File: config.mk
export PLATFORM = sky130hd
export DESIGN_NAME = drf_io_ports
export DESIGN_NICKNAME = d
export VERILOG_FILES = /design/src/rtl/drf_io_pkg.sv /design/src/rtl/drf_io_channel.sv /design/src/rtl/drf_io_ports.sv
export SDC_FILE = /design/constraint.sdc
export NUM_CORES = 1
export LEC_CHECK = 0
export CAP_MARGIN = 0
export CORE_ASPECT_RATIO = 2
export CORE_UTILIZATION = 45
export CTS_BUF_LIST = sky130_fd_sc_hd__clkbuf_16
export DETAILED_ROUTE_END_ITERATION = 8
export PLACE_DENSITY = 0.68
export SLEW_MARGIN = 25
export SYNTH_ARGS = -nofsm -noshare
export SYNTH_HDL_FRONTEND = slang
export SYNTH_HIERARCHICAL = 1
export SYNTH_SLANG_ARGS = --single-unit
File: constraint.sdc
create_clock -name clk -period 2.95 [get_ports clk]
set_input_delay 0.4425 -clock clk [delete_from_list [all_inputs] [get_ports clk]]
set_output_delay 0.4425 -clock clk [all_outputs]
set_load 0.005 [all_outputs]
File: src/rtl/drf_io_pkg.sv
// drf_io_ports shared definitions:
// register offsets within a port slot and the default window base.
package drf_io_pkg;

  localparam logic [1:0] REG_IN   = 2'd0;
  localparam logic [1:0] REG_OUT  = 2'd1;
  localparam logic [1:0] REG_EDGE = 2'd2;
  localparam logic [1:0] REG_MASK = 2'd3;

  localparam logic [9:0] DEF_BASE_ADDR = 10'h3C0;

endpackage

File: src/rtl/drf_io_channel.sv
// One I/O port: input synchroniser, edge capture, output latch,
// interrupt mask and per-port read data.
module drf_io_channel
  import drf_io_pkg::*;
#(
  parameter int PORT_W = 4
) (
  input  logic              clk,
  input  logic              rst_n,
  input  logic [PORT_W-1:0] pin_i,
  input  logic              we_i,
  input  logic [1:0]        rsel_i,
  input  logic [PORT_W-1:0] wdata_i,
  output logic [PORT_W-1:0] out_o,
  output logic [PORT_W-1:0] rdata_o,
  output logic              irq_o
);

  logic [PORT_W-1:0] sync1_q, sync2_q, prev_q;
  logic [PORT_W-1:0] out_q, out_d;
  logic [PORT_W-1:0] edge_q, edge_d;
  logic [PORT_W-1:0] mask_q, mask_d;
  logic [PORT_W-1:0] rise, clr;

  assign rise = sync2_q & ~prev_q;

  always_comb begin
    out_d  = out_q;
    mask_d = mask_q;
    clr    = '0;
    if (we_i) begin
      unique case (rsel_i)
        REG_OUT:  out_d  = wdata_i;
        REG_EDGE: clr    = wdata_i;
        REG_MASK: mask_d = wdata_i;
        default:  ;
      endcase
    end
    // a rise landing with a clear of the same bit keeps the flag
    edge_d = (edge_q & ~clr) | rise;
  end

  always_ff @(posedge clk) begin
    if (!rst_n) begin
      sync1_q <= '0;
      sync2_q <= '0;
      prev_q  <= '0;
      out_q   <= '0;
      edge_q  <= '0;
      mask_q  <= '0;
    end else begin
      sync1_q <= pin_i;
      sync2_q <= sync1_q;
      prev_q  <= sync2_q;
      out_q   <= out_d;
      edge_q  <= edge_d;
      mask_q  <= mask_d;
    end
  end

  always_comb begin
    rdata_o = sync2_q;
    unique case (rsel_i)
      REG_IN:   rdata_o = sync2_q;
      REG_OUT:  rdata_o = out_q;
      REG_EDGE: rdata_o = edge_q;
      REG_MASK: rdata_o = mask_q;
      default:  ;
    endcase
  end

  assign out_o = out_q;
  assign irq_o = |(edge_q & mask_q);

endmodule

File: src/rtl/drf_io_ports.sv
// Memory-mapped I/O port controller: window decode, registered read
// path and interrupt aggregation over NUM_PORTS channels.
module drf_io_ports
  import drf_io_pkg::*;
#(
  parameter int DATA_W    = 8,
  parameter int PORT_W    = 4,
  parameter int NUM_PORTS = 4,
  parameter int ADDR_W    = 10,
  parameter logic [ADDR_W-1:0] BASE_ADDR = ADDR_W'(DEF_BASE_ADDR)
) (
  input  logic                        clk,
  input  logic                        rst_n,
  input  logic [ADDR_W-1:0]           in_addr,
  input  logic [DATA_W-1:0]           in_data,
  input  logic                        in_write_en,
  input  logic                        in_read_en,
  output logic [DATA_W-1:0]           out_data,
  output logic                        out_data_valid,
  input  logic [NUM_PORTS*PORT_W-1:0] in_port,
  output logic [NUM_PORTS*PORT_W-1:0] out_port,
  output logic                        out_irq
);

  localparam logic [ADDR_W-1:0] WIN = ADDR_W'(4 * NUM_PORTS);

  logic [ADDR_W-1:0]           off;
  logic                        in_win;
  logic [1:0]                  rsel;
  logic [NUM_PORTS-1:0]        psel, irq;
  logic [NUM_PORTS*PORT_W-1:0] rd_all;
  logic [PORT_W-1:0]           rd_mux;
  logic [DATA_W-1:0]           data_q, data_d;
  logic                        valid_q, valid_d;

  assign off    = in_addr - BASE_ADDR;
  assign in_win = (in_addr >= BASE_ADDR) && (off < WIN);
  assign rsel   = off[1:0];

  for (genvar g = 0; g < NUM_PORTS; g++) begin : g_ch
    assign psel[g] = in_win && (off[ADDR_W-1:2] == (ADDR_W-2)'(g));

    drf_io_channel #(
      .PORT_W(PORT_W)
    ) u_ch (
      .clk    (clk),
      .rst_n  (rst_n),
      .pin_i  (in_port[g*PORT_W +: PORT_W]),
      .we_i   (in_write_en && psel[g]),
      .rsel_i (rsel),
      .wdata_i(in_data[PORT_W-1:0]),
      .out_o  (out_port[g*PORT_W +: PORT_W]),
      .rdata_o(rd_all[g*PORT_W +: PORT_W]),
      .irq_o  (irq[g])
    );
  end

  if (DATA_W > PORT_W) begin : g_hi
    logic unused_hi;
    assign unused_hi = ^in_data[DATA_W-1:PORT_W];
  end

  always_comb begin
    rd_mux = '0;
    for (int p = 0; p < NUM_PORTS; p++) begin
      if (psel[p]) rd_mux = rd_all[p*PORT_W +: PORT_W];
    end
    valid_d = in_read_en && in_win;
    data_d  = valid_d ? DATA_W'(rd_mux) : '0;
  end

  // sampled before any same-cycle write lands, so reads see old data
  always_ff @(posedge clk) begin
    if (!rst_n) begin
      data_q  <= '0;
      valid_q <= 1'b0;
    end else begin
      data_q  <= data_d;
      valid_q <= valid_d;
    end
  end

  assign out_data       = data_q;
  assign out_data_valid = valid_q;
  assign out_irq        = |irq;

endmodule

==> results, run 1 <==
- The flow ran to the end, and the final reports show no timing, DRC or antenna violations.
- The worst setup margin is 0.465 ns.
- The unique cell type count in the Yosys netlist is 28.
- The sum of met3 wire segment lengths after detailed routing is 388 µm.
- The tool flagged a number of max-cap violations equal to 0.
- The die is 68.1 µm wide.
- The peak per-stage delay on the critical path is 0.58 ns.
- 64 I/O pins were placed.
- The signal on the critical path passes through a22oi_1 > nand2_1 > or4_1 > clkdlybuf4s50_1.
- Counting flops and latches in the post-synthesis netlist gives 101.
- The core region is 8350 µm².
- The actual slew at the worst max-slew pin is 0.580 ns.
- The synthesized design contains 0 enable-type register cells.
- The count of endpoints failing setup in the final report is 0.
- The CTS tree is done.
- The count of buffers added on input and output ports is 55.
- The share of the core filled with cells in the final layout is 0.575.
- The total via count after detailed routing is 2778.
- The launch point of the critical path is g_ch[1].u_ch/edge_q[2].
- The relative slew slack is 0.610.
- Routed signal wires occupy layers up through met4.
- OpenSTA, run right after detailed placement, puts the worst setup slack at 0.403 ns.
- The placed instances occupy a cell area of 4510 µm².
- The worst hold-check path type is flip-flop to flip-flop.
- The post-route antenna net violation count is 0.
- The number of DRC violations after detailed routing is 0.
- Along the worst path, the maximum fanout reaches 3.
- The design draws 2.75 mW.
- Summed over all nets, wire length on met2 after detailed routing comes to 4210 µm.
- The time the worst path needs with I/O delays and setup is 2.49 ns.
- The number of gates resized after CTS is 0.
- The cell area after synthesis is 3930 µm².
- In this run the critical register-to-register path is launched from g_ch[2].u_ch/out_o[2].
- The category of the worst setup path launch point is a flip-flop.
- The startpoint of the most critical hold path is g_ch[1].u_ch/sync1_q[3].
- Setup repair after global routing left no endpoint under its margin.
- Among all cell types in the netlist, the one instantiated most often is dfxtp_1.
- The count of buffers added by post-CTS timing repair for setup is 0.
- Yosys printed 6 warnings.
- For this run, the total global-route usage over all layers was measured as 0.199.
- The static power due to leakage is 1.83 nW.
- In this run the critical register-to-register path is captured at out_data[2].
- The layout overhead on the synthesized area is 22.1%.
- The share of synthesized area in the top cell type comes to 0.514.
- The first-pass iteration count of the detailed router is 4.
- The critical path runs through a total of 4 cells.
- The wire length reported by the detailed router is 8170 µm.
- Among cell families on the critical path, the largest total delay comes from simple AND/OR/NAND/NOR gates.
- The root buffer cell is clkbuf_16.
- Clock-pin slew was measured on the worst setup and hold paths at 0.07 ns.
- The last element of the critical path is out_irq.
- For this configuration, the core starts out at a cell density of 0.471.
- The vertical die dimension is 134 µm.
- The share of the cycle needed by the critical path after routing is 0.842.
- Summed over all instances, the cell type with the most area after synthesis is dfxtp_1.
- The number of filler cells placed in the layout is 751.
- The final cell count without fillers is 518.
- The number of global-route vias before repair was 2670.
- The placement row count is 47.
- The finished cells cover 4800 µm².
- Of the synthesized area, sequential elements account for 0.514.
- The worst-path cell with the longest stage delay is or4_1.
- The total number of H-tree levels is 3.
- In the final routed layout, each cell accounts on average for 15.8 µm.
- Counting both buffers and inverters, the worst setup path holds a total of 1.
- The tightest hold margin is 0.430 ns.
- The placer congestion estimate is 0.852.
- The clock buffer count from CTS is 9.
- The first-pass GRT wire length is 13100 µm.
- Entering global routing, the biggest net connects 57 pins.
- The share of post-route cells with drive strength above 1 is 0.0952.
- Averaged over all synthesized cells, the footprint is 10.8 µm².
- In this run the deepest clock path goes through 2 buffers.
- For this run, asynchronously set or reset flops after synthesis account for 0.
- The setup TNS is 0 ns.
- Across the VDD grid, the largest voltage drop is 0.282 mV.
- The count of pins over their slew limit is 0.
- In this run, post-CTS hold repair placed 0 buffers.
- The number of antenna violations at the first check in global routing was 0.
- The floorplan step defined a die boundary enclosing 9140 µm².
- Clock tree synthesis found a total of 101 sinks.
- The clock reaches the later pin of the worst-skew pair after 0.35 ns.
- Sorting the synthesized cells by how often they occur yields 101 x dfxtp_1, 48 x and2_1, 36 x nand3_1, 28 x o21ai_0, 21 x nand2_1.
- Static timing analysis puts the maximum clock frequency at 0.402 GHz.
- The data required time at the worst endpoint is 2.51 ns.
- The number of nets in the layout is 453.
- The maximum clock skew at final layout is 0.00627 ns.
- The final hold violation count is 0.
- The met1 wire length is 3390 µm.
- STA puts the critical path data arrival time at 2.04 ns.
- The worst setup path is of the flip-flop to output pin kind.
- For the worst flop-to-flop path, the logic depth is 3.
- In this run, placement finished with an instance count of 502.
- The cell area power density is 572 nW/µm².
- Synthesis produced 364 cells.
- The endpoint kind of the worst setup timing path is an output pin.
- For this run, the leading register cell type out of synthesis is dfxtp_1.
- The internal reg-to-reg setup slack is 1.33 ns.
- The placed wire-length estimate is 5740 µm.
- The number of inserted diodes is 0.
- After detailed routing, the number of vias per cell comes to 5.36.
- By area the synthesized netlist is led by dfxtp_1 51%, mux4_2 11%, and2_1 7.6%, nand3_1 4.6%, o21ai_0 3.6%.
- The number of violations reported at the end of detailed-routing iteration 0 is 186.
- For this run the aggregate overflow at the end of global routing stands at 0.
-- sequential cells by signal, indices dropped and copies added, names as in the netlist --
| name | cells |
|---|---|
| g_ch.u_ch/edge_q | 16 |
| g_ch.u_ch/mask_q | 16 |
| g_ch.u_ch/out_o | 16 |
| g_ch.u_ch/prev_q | 16 |
| g_ch.u_ch/sync1_q | 16 |
| g_ch.u_ch/sync2_q | 16 |
| out_data | 4 |
| out_data_valid | 1 |
-- worst reg2reg max path, cell delays in order, from the launching register on --
cell and delay, ns:
dfxtp_1 0.33, mux4_2 0.50, mux4_2 0.47, and4_1 0.21
-- cells in the final DEF (no fill, tap or decap) --
cell type and count:
a21boi_1 16, a22oi_1 8, and2_0 1, and2_1 48, and3_1 1, and3b_1 4, and4_1 6, buf_12 1
buf_2 1, buf_4 3, bufinv_16 1, clkbuf_16 9, clkdlybuf4s50_1 54, clkinv_4 1, clkinvlp_4 3, conb_1 4
dfxtp_1 101, inv_1 3, mux4_2 20, nand2_1 21, nand2b_1 2, nand3_1 36, nand3b_1 4, nand4_1 1
nor2_1 2, nor2b_1 16, nor4_1 3, o21a_1 16, o21ai_0 28, o21ai_1 4, or2_2 1, or4_1 1
-- worst min path at each step --
stage	end	slack [ns]	depth (start not counted)
2_1_floorplan	g_ch[0].u_ch/sync2_q[0]	0.41	1
3_3_place_gp	g_ch[1].u_ch/sync2_q[3]	0.41	1
3_5_place_dp	g_ch[1].u_ch/sync2_q[3]	0.42	1
4_1_cts	g_ch[1].u_ch/sync2_q[3]	0.43	1
5_1_grt	g_ch[3].u_ch/sync2_q[0]	0.44	1
6_report	g_ch[1].u_ch/sync2_q[3]	0.43	1
-- where the power goes --
group | switching [mW] | internal [mW]
sequential | 0.0188 | 1.40
clock | 0.494 | 0.652
combinational | 0.0806 | 0.100
-- layout make-up --
class                      count  area (µm²)  area share
tap                           98         123      0.0255
sequential                   101        2020       0.421
clock buffer                   9         225      0.0469
clock inverter                 7        68.8      0.0143
inverter                       1        3.75    0.000781
multi-input combinational    243        1770       0.369
timing repair buffer          59         588       0.122
-- metal layers --
metal	track usage	up-vias
li1	-	1394
met1	0.233	1299
met2	0.332	72
met3	0.0536	13
met4	0.0810	0
met5	0	-
-- cell families (layout without fill, tap and decap cells) --
family                 Yosys count  after routing  synth area share
other                            1              4          0.000953
multiplexers                    20             20             0.115
AO/OA/AOI/OAI                   72             72             0.117
AND/OR/NAND/NOR                147            147             0.216
flip-flops                     101            101             0.514
buffers and inverters           23             76            0.0378
Power figures use the tool's default switching activity.
==> run 2: changes to the inputs <==
clock period = 2.59 ns   (was 2.95 ns; I/O delays follow)
==> run 2 against run 1 <==
Compared with the run above:
- routed wire length is 0.34% lower
- core utilization is 0.43 points higher
- critical path depth stayed put
- clock skew is 0.00075 ns higher
- sequential cell count stayed put
- setup slack worse by 0.35 ns
- via count is 1.2% higher
- first-iteration DRC count is 5.9% lower
- clock power is 7% higher
- sequential share of layout area is 0.32 points lower
- die area stayed put
- critical path type unchanged
- critical endpoint unchanged
- largest power group unchanged
==> results, run 2 (synthesis gave the netlist of run 1 again) <==
- The flow ran to the end, and the final reports show no timing, DRC or antenna violations.
- The floorplan has 47 rows.
- The clock arrives with 0.00701 ns of skew.
- Prior to clock tree synthesis, the placed netlist has a worst setup slack of 0.116 ns.
- The library cells used most frequently in the layout, excluding fill and tap cells, are 101 x dfxtp_1, 54 x clkdlybuf4s50_1, 48 x and2_1.
- The final hold violation count came to 0.
- Max-cap violations in this run came to 0.
- For this run, global-route usage on met1 was measured as 0.227.
- The maximum count of clock buffers along a single path is 2.
- The design draws 3.06 mW.
- In the final layout, the share of cells above drive strength 1 is 0.106.
- After detailed routing, the number of remaining DRC violations is 0.
- The final design instance area without fill is 4840 µm².
- CTS built an H-tree with a depth of 3.
- In this run the post-CTS setup repair buffer count came out at 0.
- Leaving out fill and tap cells, the most frequent cell in the layout is dfxtp_1.
- The switching portion of total power is 0.226.
- The wire-length estimate of the detail-placed layout is 5750 µm.
- The detailed router finished its first iteration with 175 violations.
- Adding up every negative setup slack in the final design gives 0 ns.
- Of the total power, registers draw 0.528.
- The tightest hold margin is 0.434 ns.
- The worst register-to-register path ends at out_data[3].
- 64 I/O pins were placed.
- The number of global-route vias before repair is 2711.
- The internal cell power is 2.37 mW.
- After the last flow step, the layout net total stands at 457.
- The die covers 9140 µm².
- The worst flop-to-flop path startpoint is g_ch[3].u_ch/out_o[3].
- The number of cell instances on the worst register-to-register path is 3.
- For this run, the detailed router's first-pass iteration total came to 4.
- The layout overhead on the synthesized area is 23.1%.
- The congestion estimate from routability-driven global placement came to 0.845.
- The routed length per placed instance is 15.6 µm.
- The worst hold path depth is 1.
- Using the TritonRoute via totals, the vias-per-cell ratio works out to 5.39.
- The worst ir drop on vdd is 0.375 mV.
- In this run, post-CTS hold repair placed 0 buffers.
- Summed over all layers, the global routing overflow is 0.
- In this run the standard cell core region covers 8350 µm².
- The number of antenna violations at the first check in global routing is 0.
- The number of filler cells placed in the layout is 751.
- The worst hold-check path type is flip-flop to flip-flop.
- The total via count after detailed routing is 2812.
- In this run the worst path has a maximum fanout of 3.
- The placed instances occupy a cell area of 4570 µm².
- Setup repair after global routing left no endpoint under its margin.
- The switching component of the power is 693 µW.
- By startpoint and endpoint, the worst setup path is classified as flip-flop to output pin.
- The later pin in the worst-skew pair is clocked with a latency of 0.35 ns.
- The data required time at the worst endpoint is 2.20 ns.
- met2 is the most crowded layer.
- The number of port buffers is 55.
- TritonCTS built the clock tree.
- For this design the static power due to leakage is 1.86 nW.
- Setup violations remaining at the end of the flow were counted as 0.
- The pin count of the biggest net entering global routing is 57.
- The aggregate global-route resource usage is 0.197.
- The effective utilization at floorplan is 0.471.
- From left edge to right edge, the die measures 68.1 µm.
- The vertical die dimension is 134 µm.
- The clock-pin slew of the registers on the worst-case setup and hold paths is 0.07 ns.
- The first global-routing pass estimated 12900 µm of wire.
- The setup check on the worst reg-to-reg path leaves a slack of 0.97 ns.
- The startpoint of the most critical hold path is g_ch[2].u_ch/sync1_q[0].
- The smallest clock period supported by the final layout is computed as 2.48 ns.
- The wire length reported by the detailed router is 8140 µm.
- The post-route antenna net violation count is 0.
- The highest clock frequency the design can meet is 0.404 GHz.
- In this run, post-CTS repair resized a total of 0 instances.
- The share of total power dissipated in combinational logic is 0.069.
- In the global route stage, met2 resource usage came out at 0.319.
- The met3 layer usage reported by global route is 0.0434.
- Buffers inserted during clock tree synthesis total 9.
- The share of the cycle needed by the critical path after routing is 0.956.
- The total clock sinks is 101.
- The number of inserted diodes is 0.
- The endpoint kind of the worst setup timing path is an output pin.
- The clock network fraction of design power is 0.402.
- The cell area power density is 632 nW/µm².
- The count of pins over their slew limit was 0.
- Setup slack on the critical path of the routed design comes to 0.114 ns.
- The path with the worst hold slack has its endpoint at g_ch[2].u_ch/sync2_q[0].
- The category of the worst setup path launch point is a flip-flop.
- Data arrives at the worst endpoint at 2.09 ns.
- The cell sitting at the root of the clock tree is a clkbuf_16.
run 2: changes by cell type in the layout (fill, tap and decap cells not counted):
cell / delta
buf_4: +2
clkinv_2: +1
bufinv_16: -1
buf_12: +2
inv_6: +2
clkinvlp_4: -1
inv_1: -1
run 2: metrics by stage:
stage,std cells,util
global route,522,0.580
detailed placement,506,0.547
CTS,522,0.580
floorplan,367,-
finish,522,0.580
global placement,506,0.547
run 2: how the worst max path moves through the flow:
stage             endpoint  slack (ns)  depth (start not counted)                   start
2_1_floorplan  out_data[1]        0.86                          4              in_addr[1]
3_3_place_gp   out_data[3]        0.14                          5              in_addr[1]
3_5_place_dp   out_data[3]        0.12                          5              in_addr[1]
4_1_cts            out_irq        0.11                          4  g_ch[1].u_ch/edge_q[2]
5_1_grt            out_irq        0.09                          4  g_ch[1].u_ch/edge_q[2]
6_report           out_irq        0.11                          4  g_ch[1].u_ch/edge_q[2]
run 2: power by group through the flow:
stage	clock network, mW	registers [mW]	logic [mW]
3_5_place_dp	0	1.65	0.212
2_1_floorplan	0	1.64	0.129
3_3_place_gp	0	1.65	0.208
5_1_grt	1.33	1.62	0.233
6_report	1.23	1.62	0.212
4_1_cts	1.26	1.62	0.214
run 2: layout make-up:
cell class	instances	area (µm²)	area share
multi-input cells	243	1770	0.367
clock buffers	9	225	0.0465
flip-flops and latches	101	2020	0.418
repair buffers	63	643	0.133
inverters	1	3.75	0.000775
clock inverters	7	50.0	0.0103
well taps	98	123	0.0253
run 2: metal layers:
layer | vias up | share of wire
li1 | 1402 | -
met1 | 1334 | 0.42
met2 | 58 | 0.51
met3 | 18 | 0.039
met4 | 0 | 0.038
met5 | - | 0
run 2: worst max-delay path, cell delays in order, from the launching register on:
cell and delay, ns:
dfxtp_1 0.32, a22oi_1 0.22, nand2_1 0.12, or4_1 0.60, clkdlybuf4s50_1 0.48
